==> src/rtl/spi_frame_master_if.sv <==
// Host-side bus of spi_frame_master: shadow writes, frame request/status and the SPI pins.
// master = host logic, slave = the frame transmitter.

interface spi_frame_master_if;
  logic       wr_en;
  logic [4:0] wr_addr;
  logic [7:0] wr_data;
  logic       start;
  logic       busy;
  logic       done;
  logic       ss;
  logic       sclk;
  logic       mosi;

  modport master (
    output wr_en, wr_addr, wr_data, start,
    input  busy, done, ss, sclk, mosi
  );

  modport slave (
    input  wr_en, wr_addr, wr_data, start,
    output busy, done, ss, sclk, mosi
  );
endinterface

==> src/rtl/spi_frame_master.sv <==
// SPI mode-0 frame transmitter: sends the NUM_REGS-byte SID shadow, address order, MSB first.
// Optional SPI_AUTO_REFRESH_EN: any accepted shadow write queues a frame without start.

module spi_frame_master #(
  parameter int unsigned CLK_DIV  = 4,
  parameter int unsigned NUM_REGS = 25,
  parameter int unsigned SS_GAP   = 8
) (
  input logic               clk,
  input logic               rst,
  spi_frame_master_if.slave bus
);

  localparam int unsigned   AW       = (NUM_REGS > 1) ? $clog2(NUM_REGS) : 1;
  localparam logic [7:0]    DivLast  = 8'(CLK_DIV - 1);
  localparam logic [7:0]    GapLast  = 8'(SS_GAP - 1);
  localparam logic [AW-1:0] LastByte = AW'(NUM_REGS - 1);

  localparam logic [2:0] StIdle = 3'd0;
  localparam logic [2:0] StLoad = 3'd1;
  localparam logic [2:0] StLow  = 3'd2;
  localparam logic [2:0] StHigh = 3'd3;
  localparam logic [2:0] StHold = 3'd4;
  localparam logic [2:0] StGap  = 3'd5;

  logic [7:0]    shadow_q [NUM_REGS];
  logic          shadow_we;
  logic [AW-1:0] wr_idx;

  assign shadow_we = bus.wr_en && (32'(bus.wr_addr) < NUM_REGS);
  assign wr_idx    = bus.wr_addr[AW-1:0];

  always_ff @(posedge clk) begin
    if (rst) begin
      for (int unsigned i = 0; i < NUM_REGS; i++) shadow_q[i] <= 8'h00;
    end else if (shadow_we) begin
      shadow_q[wr_idx] <= bus.wr_data;
    end
  end

  logic [2:0]    state_q, state_d;
  logic [7:0]    cnt_q, cnt_d;
  logic [2:0]    bit_idx_q, bit_idx_d;
  logic [AW-1:0] byte_idx_q, byte_idx_d;
  logic [7:0]    shift_q, shift_d;
  logic          ss_q, ss_d;
  logic          sclk_q, sclk_d;
  logic          mosi_q, mosi_d;
  logic          pending_q, pending_d;
  logic          req, launch;
  logic [AW-1:0] byte_next;
  logic [7:0]    next_byte;

  assign byte_next = byte_idx_q + AW'(1);
  assign next_byte = shadow_q[byte_next];

`ifdef SPI_AUTO_REFRESH_EN
  logic dirty_q, dirty_d;

  assign req = bus.start | pending_q | dirty_q;

  // A write landing on the launch cycle is still picked up by this frame.
  always_comb begin
    dirty_d = dirty_q;
    if (launch)         dirty_d = 1'b0;
    else if (shadow_we) dirty_d = 1'b1;
  end

  always_ff @(posedge clk) begin
    if (rst) dirty_q <= 1'b0;
    else     dirty_q <= dirty_d;
  end
`else
  assign req = bus.start | pending_q;
`endif

  always_comb begin
    state_d    = state_q;
    cnt_d      = cnt_q;
    bit_idx_d  = bit_idx_q;
    byte_idx_d = byte_idx_q;
    shift_d    = shift_q;
    ss_d       = ss_q;
    sclk_d     = sclk_q;
    mosi_d     = mosi_q;
    pending_d  = pending_q;
    launch     = 1'b0;

    // Only one request is ever queued; further starts merge into it.
    if (state_q != StIdle && bus.start) pending_d = 1'b1;

    case (state_q)
      StIdle: begin
        if (req) launch = 1'b1;
      end
      StLoad: begin
        byte_idx_d = '0;
        shift_d    = shadow_q[0];
        mosi_d     = shadow_q[0][7];
        bit_idx_d  = 3'd7;
        cnt_d      = 8'd0;
        state_d    = StLow;
      end
      StLow: begin
        if (cnt_q == DivLast) begin
          cnt_d   = 8'd0;
          sclk_d  = 1'b1;
          state_d = StHigh;
        end else begin
          cnt_d = cnt_q + 8'd1;
        end
      end
      StHigh: begin
        if (cnt_q == DivLast) begin
          cnt_d  = 8'd0;
          sclk_d = 1'b0;
          if (bit_idx_q != 3'd0) begin
            shift_d   = {shift_q[6:0], 1'b0};
            mosi_d    = shift_q[6];
            bit_idx_d = bit_idx_q - 3'd1;
            state_d   = StLow;
          end else if (byte_idx_q != LastByte) begin
            byte_idx_d = byte_next;
            shift_d    = next_byte;
            mosi_d     = next_byte[7];
            bit_idx_d  = 3'd7;
            state_d    = StLow;
          end else begin
            state_d = StHold;
          end
        end else begin
          cnt_d = cnt_q + 8'd1;
        end
      end
      StHold: begin
        if (cnt_q == DivLast) begin
          cnt_d   = 8'd0;
          ss_d    = 1'b1;
          state_d = StGap;
        end else begin
          cnt_d = cnt_q + 8'd1;
        end
      end
      StGap: begin
        if (cnt_q == GapLast) begin
          cnt_d   = 8'd0;
          state_d = StIdle;
          // A queued request chains straight into the next frame, keeping busy high.
          if (req) launch = 1'b1;
        end else begin
          cnt_d = cnt_q + 8'd1;
        end
      end
      default: state_d = StIdle;
    endcase

    if (launch) begin
      state_d   = StLoad;
      ss_d      = 1'b0;
      pending_d = 1'b0;
    end
  end

  always_ff @(posedge clk) begin
    if (rst) begin
      state_q    <= StIdle;
      cnt_q      <= 8'd0;
      bit_idx_q  <= 3'd0;
      byte_idx_q <= '0;
      shift_q    <= 8'h00;
      ss_q       <= 1'b1;
      sclk_q     <= 1'b0;
      mosi_q     <= 1'b0;
      pending_q  <= 1'b0;
    end else begin
      state_q    <= state_d;
      cnt_q      <= cnt_d;
      bit_idx_q  <= bit_idx_d;
      byte_idx_q <= byte_idx_d;
      shift_q    <= shift_d;
      ss_q       <= ss_d;
      sclk_q     <= sclk_d;
      mosi_q     <= mosi_d;
      pending_q  <= pending_d;
    end
  end

  assign bus.busy = (state_q != StIdle);
  assign bus.done = (state_q == StGap) && (cnt_q == GapLast);
  assign bus.ss   = ss_q;
  assign bus.sclk = sclk_q;
  assign bus.mosi = mosi_q;

endmodule

==> src/flat_wrapper.sv <==
// flat-port wrapper written by rule: the top's interface ports become plain ports
module spi_frame_master_flat 
#(
  parameter int unsigned CLK_DIV  = 4,
  parameter int unsigned NUM_REGS = 25,
  parameter int unsigned SS_GAP   = 8
)
  (clk, rst, bus_wr_en, bus_wr_addr, bus_wr_data, bus_start, bus_busy, bus_done, bus_ss, bus_sclk, bus_mosi);
  spi_frame_master_if bus_i ();
  input logic clk;
  input logic rst;
  input wire logic [$bits(bus_i.wr_en)-1:0] bus_wr_en;
  input wire logic [$bits(bus_i.wr_addr)-1:0] bus_wr_addr;
  input wire logic [$bits(bus_i.wr_data)-1:0] bus_wr_data;
  input wire logic [$bits(bus_i.start)-1:0] bus_start;
  output wire logic [$bits(bus_i.busy)-1:0] bus_busy;
  output wire logic [$bits(bus_i.done)-1:0] bus_done;
  output wire logic [$bits(bus_i.ss)-1:0] bus_ss;
  output wire logic [$bits(bus_i.sclk)-1:0] bus_sclk;
  output wire logic [$bits(bus_i.mosi)-1:0] bus_mosi;
  assign bus_i.wr_en = bus_wr_en;
  assign bus_i.wr_addr = bus_wr_addr;
  assign bus_i.wr_data = bus_wr_data;
  assign bus_i.start = bus_start;
  assign bus_busy = bus_i.busy;
  assign bus_done = bus_i.done;
  assign bus_ss = bus_i.ss;
  assign bus_sclk = bus_i.sclk;
  assign bus_mosi = bus_i.mosi;
  spi_frame_master #(.CLK_DIV(CLK_DIV), .NUM_REGS(NUM_REGS), .SS_GAP(SS_GAP)) u_core (.clk(clk), .rst(rst), .bus(bus_i));
endmodule
==> config.mk <==
export PLATFORM = sky130hd
export DESIGN_NAME = spi_frame_master_flat
export DESIGN_NICKNAME = d
export VERILOG_FILES = /design/src/rtl/spi_frame_master_if.sv /design/src/rtl/spi_frame_master.sv /design/src/flat_wrapper.sv
export SDC_FILE = /design/constraint.sdc
export NUM_CORES = 1
export LEC_CHECK = 0
export CORE_UTILIZATION = 35
export CTS_CLUSTER_SIZE = 30
export DETAILED_ROUTE_END_ITERATION = 8
export HOLD_SLACK_MARGIN = 0.06
export PLACE_DENSITY_LB_ADDON = 0.05
export RECOVER_POWER = 100
export SLEW_MARGIN = 5
export SYNTH_ARGS = -nofsm -noshare
export SYNTH_HDL_FRONTEND = slang
export SYNTH_SLANG_ARGS = --single-unit
==> constraint.sdc <==
create_clock -name clk -period 4.45 [get_ports clk]
set_clock_uncertainty 0.2 [all_clocks]
set_input_delay 1.335 -clock clk [delete_from_list [all_inputs] [get_ports clk]]
set_output_delay 1.335 -clock clk [all_outputs]
set_load 0.02 [all_outputs]
== Word-level counts from Yosys, hierarchy flattened ==
Memory sizes are Yosys's and may differ from the RTL's.
Index checks and enable logic that the tools add are counted.
Widths: inputs -> output; s select.

* Memories: 1
* Bits in writable memories: 200
* Output and inout port bits: 5
* Input bits: 17
* Word-level logic and storage cells: 100
* Flip-flop bits (word level): 30

{| class="wikitable"
|+ Memories
! name !! depth !! bits a word !! read ports !! clocked after Yosys merged registers in !! write ports !! line !! source
|-
| u_core.shadow_q || 25 || 8 || 2 || 0 || 25 || spi_frame_master.sv:26 || <nowiki>logic [7:0] shadow_q [NUM_REGS];</nowiki>
|}

* Reduce and logical (&&, ||, !) cells: 20
* Add/sub/neg operators: 3
* Bitwise operators: 2
* Mux-type cells: 43
* Equal/unequal tests: 20
* Magnitude comparators: 1

{| class="wikitable"
|+ Operators with widths
! operator !! number
|-
| $mux 3 || 9
|-
| $mux 8 || 3
|-
| $pmux 8 s3 || 1
|-
| $mux 7 || 3
|-
| $mux 5 || 4
|-
| $pmux 3 s6 || 1
|-
| $mux 1 || 16
|-
| $ne 3x1->1 const B || 5
|-
| $pmux 7 s2 || 1
|-
| $ne 2x1->1 const B || 6
|-
| $pmux 5 s2 || 1
|-
| $reduce_and 5->1 || 2
|-
| $reduce_bool 3->1 || 3
|-
| $add 8x1->8 const B || 1
|-
| $eq 8x2->1 const B || 1
|-
| $eq 8x3->1 const B || 1
|-
| $reduce_bool 2->1 || 4
|-
| $reduce_or 8->1 || 1
|-
| $eq 3x2->1 const B || 2
|-
| $eq 3x3->1 const B || 2
|-
| $pmux 1 s2 || 3
|-
| $pmux 3 s2 || 1
|-
| $reduce_and 3->1 || 2
|-
| $add 5x1->5 const B || 1
|-
| other kinds (13) || 15
|}

== Depth between registers and ports, before layout ==
* Depth after elaboration: 7
* Depth in mapped cells: 12
* Gate-level depth less buffers: 8

== Least setup slack after synthesis ==
OpenSTA, ideal clock, no wires.

* Path type: input port to flip-flop
* From: input port bus_wr_addr[3]
* To: memory u_core.shadow_q[8][0], enable pin
* Stages: 4
* Slack: 1.418 ns
* Data required time: 3.941 ns
* Arrival: 2.523 ns
* Buffers on the path: 1
* Setup time: 0.309 ns
* Path through: clkbuf_1 > or3b_2 > nor2_1 > or2_2

{| class="wikitable"
|+ RTL lines
! item !! line !! source
|-
| from (decl) || flat_wrapper.sv:13 || <nowiki>input wire logic [$bits(bus_i.wr_addr)-1:0] bus_wr_addr;</nowiki>
|-
| to (decl) || spi_frame_master.sv:26 ||
|}

== Worst setup path after layout ==
* From: register u_core.cnt_q[4]
* To: output port bus_done

* Word-level cells in the longest chain between the ends: 2

{| class="wikitable"
|+ RTL lines
! item !! line !! source
|-
| from (decl) || spi_frame_master.sv:42 || <nowiki>logic [7:0] cnt_q, cnt_d;</nowiki>
|-
| from (signal assigned) || spi_frame_master.sv:177 || <nowiki>cnt_q <= cnt_d;</nowiki>
|-
| $eq 8x3->1 || spi_frame_master.sv:189 || <nowiki>assign bus.done = (state_q == StGap) && (cnt_q == GapLast);</nowiki>
|-
| $logic_and 1x1->1 || spi_frame_master.sv:189 ||
|-
| to (decl) || flat_wrapper.sv:17 || <nowiki>output wire logic [$bits(bus_i.done)-1:0] bus_done;</nowiki>
|}

Every way passes these cells.

==> results.yml <==
logic_synthesis:
  async_reset_ff_frac: 0
  ys_types: 54
  synth_area_leaders: "edfxtp_1, mux4_2, and2_1"
  yosysMostFrequentCell: "edfxtp_1"
  synth_warnings: 0
  synthDominantCellAreaShare: 0.583
  synth_edf_count: 256
  synth_area_um2: 13200
  avgSynthCellArea_um2: 13.6
  ys_seq_area_frac: 0.628
  ys_seq_elements: 286
  synth_common_cells: "edfxtp_1, and2_1, nand2_1"
  synthFlopType: "edfxtp_1"
  syn_inst: 973
  synth_top_cell_by_area: "edfxtp_1"
timing:
  finalHoldViolCount: 0
  rsz0062_at_grt: "false"
  finalSetupTns_ns: 0
  setup_viol: 0
  final_max_slew_viol_count: 264
  relSlewSlack: -0.490
  min_period_ns: 4.16
  tightestPinTransition_ns: 2.23
  max_freq_mhz: 240
  fin_crit_sh: 0.935
clock_network:
  post_cts_resized: 0
  cts-buffers-inserted: 35
  clock-sinks: 286
  h-tree-depth: 2
  cts_tree: "built"
  root_buffer: "clkbuf_16"
  cts_hold_buf: 0
  cts_max_path_buffers: 3
  cts_setup_buffers: 0
  clk_latency_ns: 0.53
  path_clk_slew_ns: 0.06
power_and_ir_drop:
  powerDensity_nw_per_um2: 404
  max-vdd-ir-drop_uv: 213
  p_leak_nw: 4.99
die:
  dieArea_um2: 38500
  start_util: 0.358
  die_h_um: 196
  coreArea_um2: 36900
  io_pins: 22
  die_w_um: 196
  rows: 70
final_layout:
  drive_above_1_share: 0.110
  nFillCells: 3479
  multiInputGateArea_um2: 4850
  instances_no_fill: 1588
  seq_area_um2: 8290
  area.growth.synth_to_final_pct: 15.3
  antenna_cells_inserted: 0
  finalNetCount: 1082
routing:
  dr_total_vias: 7780
  dr.pass1.iters: 4
  drt_iter0_markers: 484
  drt-wirelength-per-cell_um: 21.3
  vias_per_cell: 4.90
  antenna_left: 0
  wirelength_um: 33900
  drc: 0
worst_setup_path:
  startpoint_type: "flop"
  crit_type: "reg -> out"
  slowest_delay_ns: 0.68
  critPathLaunch: "u_core.cnt_q[4]"
  r2r-start: "u_core.byte_idx_q[0]"
  worstPathArrival_ns: 2.62
  regToRegSetupSlack_ns: 0.41
  reg2reg_to: "u_core.shift_q[3]"
  crit_required_ns: 2.91
  crit_chain: "or4_4, nor2_1, nand4_1, nor2_1, dlygate4sd3_1"
  crit_top_cell: "nor2_1"
  path_max_fanout: 6
  cp-end-kind: "primary output"
  r2r_cells: 8
  slowest_stage: "dlygate4sd3_1"
worst_hold_path:
  min_to: "u_core.bus.sclk"
  hold_depth: 2
  hp-start: "u_core.bus.sclk"
  hold_class: "reg -> reg"
flow_run:
  cap_viol_max_count: 8
grt:
  grt_max_degree: 53
  antenna_found_initial: 1
  first_global_vias: 7827
  grt_pass1_wl_um: 50800
  grt_use_total: 0.181
  overflow: 0
placed_design:
  dp_hpwl_um: 21600
  dp_cells: 1527
  gp_congestion: 0.762
  port-buffer-count: 21
run_status:
  violations: "capacitance limit, slew limit"
  status: "finished with violations"
[power by group]
group,leakage (nW),switching [mW],total [mW],internal (mW)
registers,2.69,0.0616,3.15,3.08
logic,1.79,0.226,0.349,0.123
clock network,0.511,1.10,2.64,1.54
[state kept, by name, indices dropped and copies added (netlist names)]
register	cells
u_core.cnt_q	8
u_core.state_q	3
u_core.shift_q	7
u_core.bit_idx_q	3
u_core.shadow_q	256
u_core.bus.mosi	1
u_core.bus.sclk	1
u_core.byte_idx_q	5
u_core.bus.ss	1
u_core.pending_q	1
[cell families after synthesis]
logic type | share of synthesized area
AND/OR/NAND/NOR | 0.177
flip-flops | 0.628
AO/OA/AOI/OAI | 0.0567
multiplexers | 0.109
buffers and inverters | 0.0217
adder cells (fa/ha/maj) | 0.00474
XOR/XNOR | 0.00266
other | 0.000284
[critical path, delay by kind of cell, from the launching register on]
kind                   cells  cell delay [ns]
buffers and inverters      1             0.68
DFF                        1             0.36
and+or+nand+nor            4             1.08
[per-layer routing]
layer  up-vias  part of all wire  track usage
met2       136              0.48        0.299
met5         -                 0            0
met1      3873              0.47        0.251
met3        45             0.033       0.0258
met4         0             0.019       0.0460
li1       3726                 -            -
[cell usage in the layout (no fill, tap or decap), types with 10 or more instances in the layout]
cell / instances
dlygate4sd3_1: 12
nand3_1: 10
a32oi_1: 10
and2_0: 86
mux2i_1: 15
edfxtp_1: 256
o21ai_0: 23
dfxtp_1: 30
inv_1: 10
clkbuf_1: 32
mux4_2: 57
or2_0: 25
conb_1: 56
nand2_1: 82
a21oi_1: 29
clkbuf_16: 36
and2_1: 119
nor2_1: 57
[metrics by stage]
step | hold WS, ns | utilization | worst slack (ns) | cell area, µm² | power [mW]
after global placement | 0.261 | 0.387 | 0.490 | 14300 | 3.56
after CTS | 0.282 | 0.415 | 0.314 | 15300 | 6.24
after global routing | 0.323 | 0.412 | 0.114 | 15200 | 6.37
after floorplan | 0.243 | - | 1.42 | 13400 | 3.39
final | 0.272 | 0.412 | 0.290 | 15200 | 6.14
after detailed placement | 0.274 | 0.387 | 0.472 | 14300 | 3.56
[worst max path at each step]
| stage | endpoint | slack [ns] | depth (start not counted) |
|---|---|---|---|
| after floorplan | u_core.shadow_q[8][0] | 1.42 | 4 |
| after global placement | u_core.shadow_q[6][1] | 0.49 | 5 |
| after detailed placement | u_core.shadow_q[23][4] | 0.47 | 5 |
| after CTS | bus_done | 0.31 | 5 |
| after global routing | u_core.shift_q[3] | 0.11 | 8 |
| final | bus_done | 0.29 | 5 |
[final cells by class]
class | count | share of cell area
Clock buffer | 44 | 0.0612
Clock inverter | 17 | 0.00773
Inverter | 10 | 0.00247
Multi-Input combinational cell | 675 | 0.319
Sequential cell | 286 | 0.545
Tap cell | 504 | 0.0415
Timing Repair Buffer | 52 | 0.0230
Power figures use the tool's default switching activity.
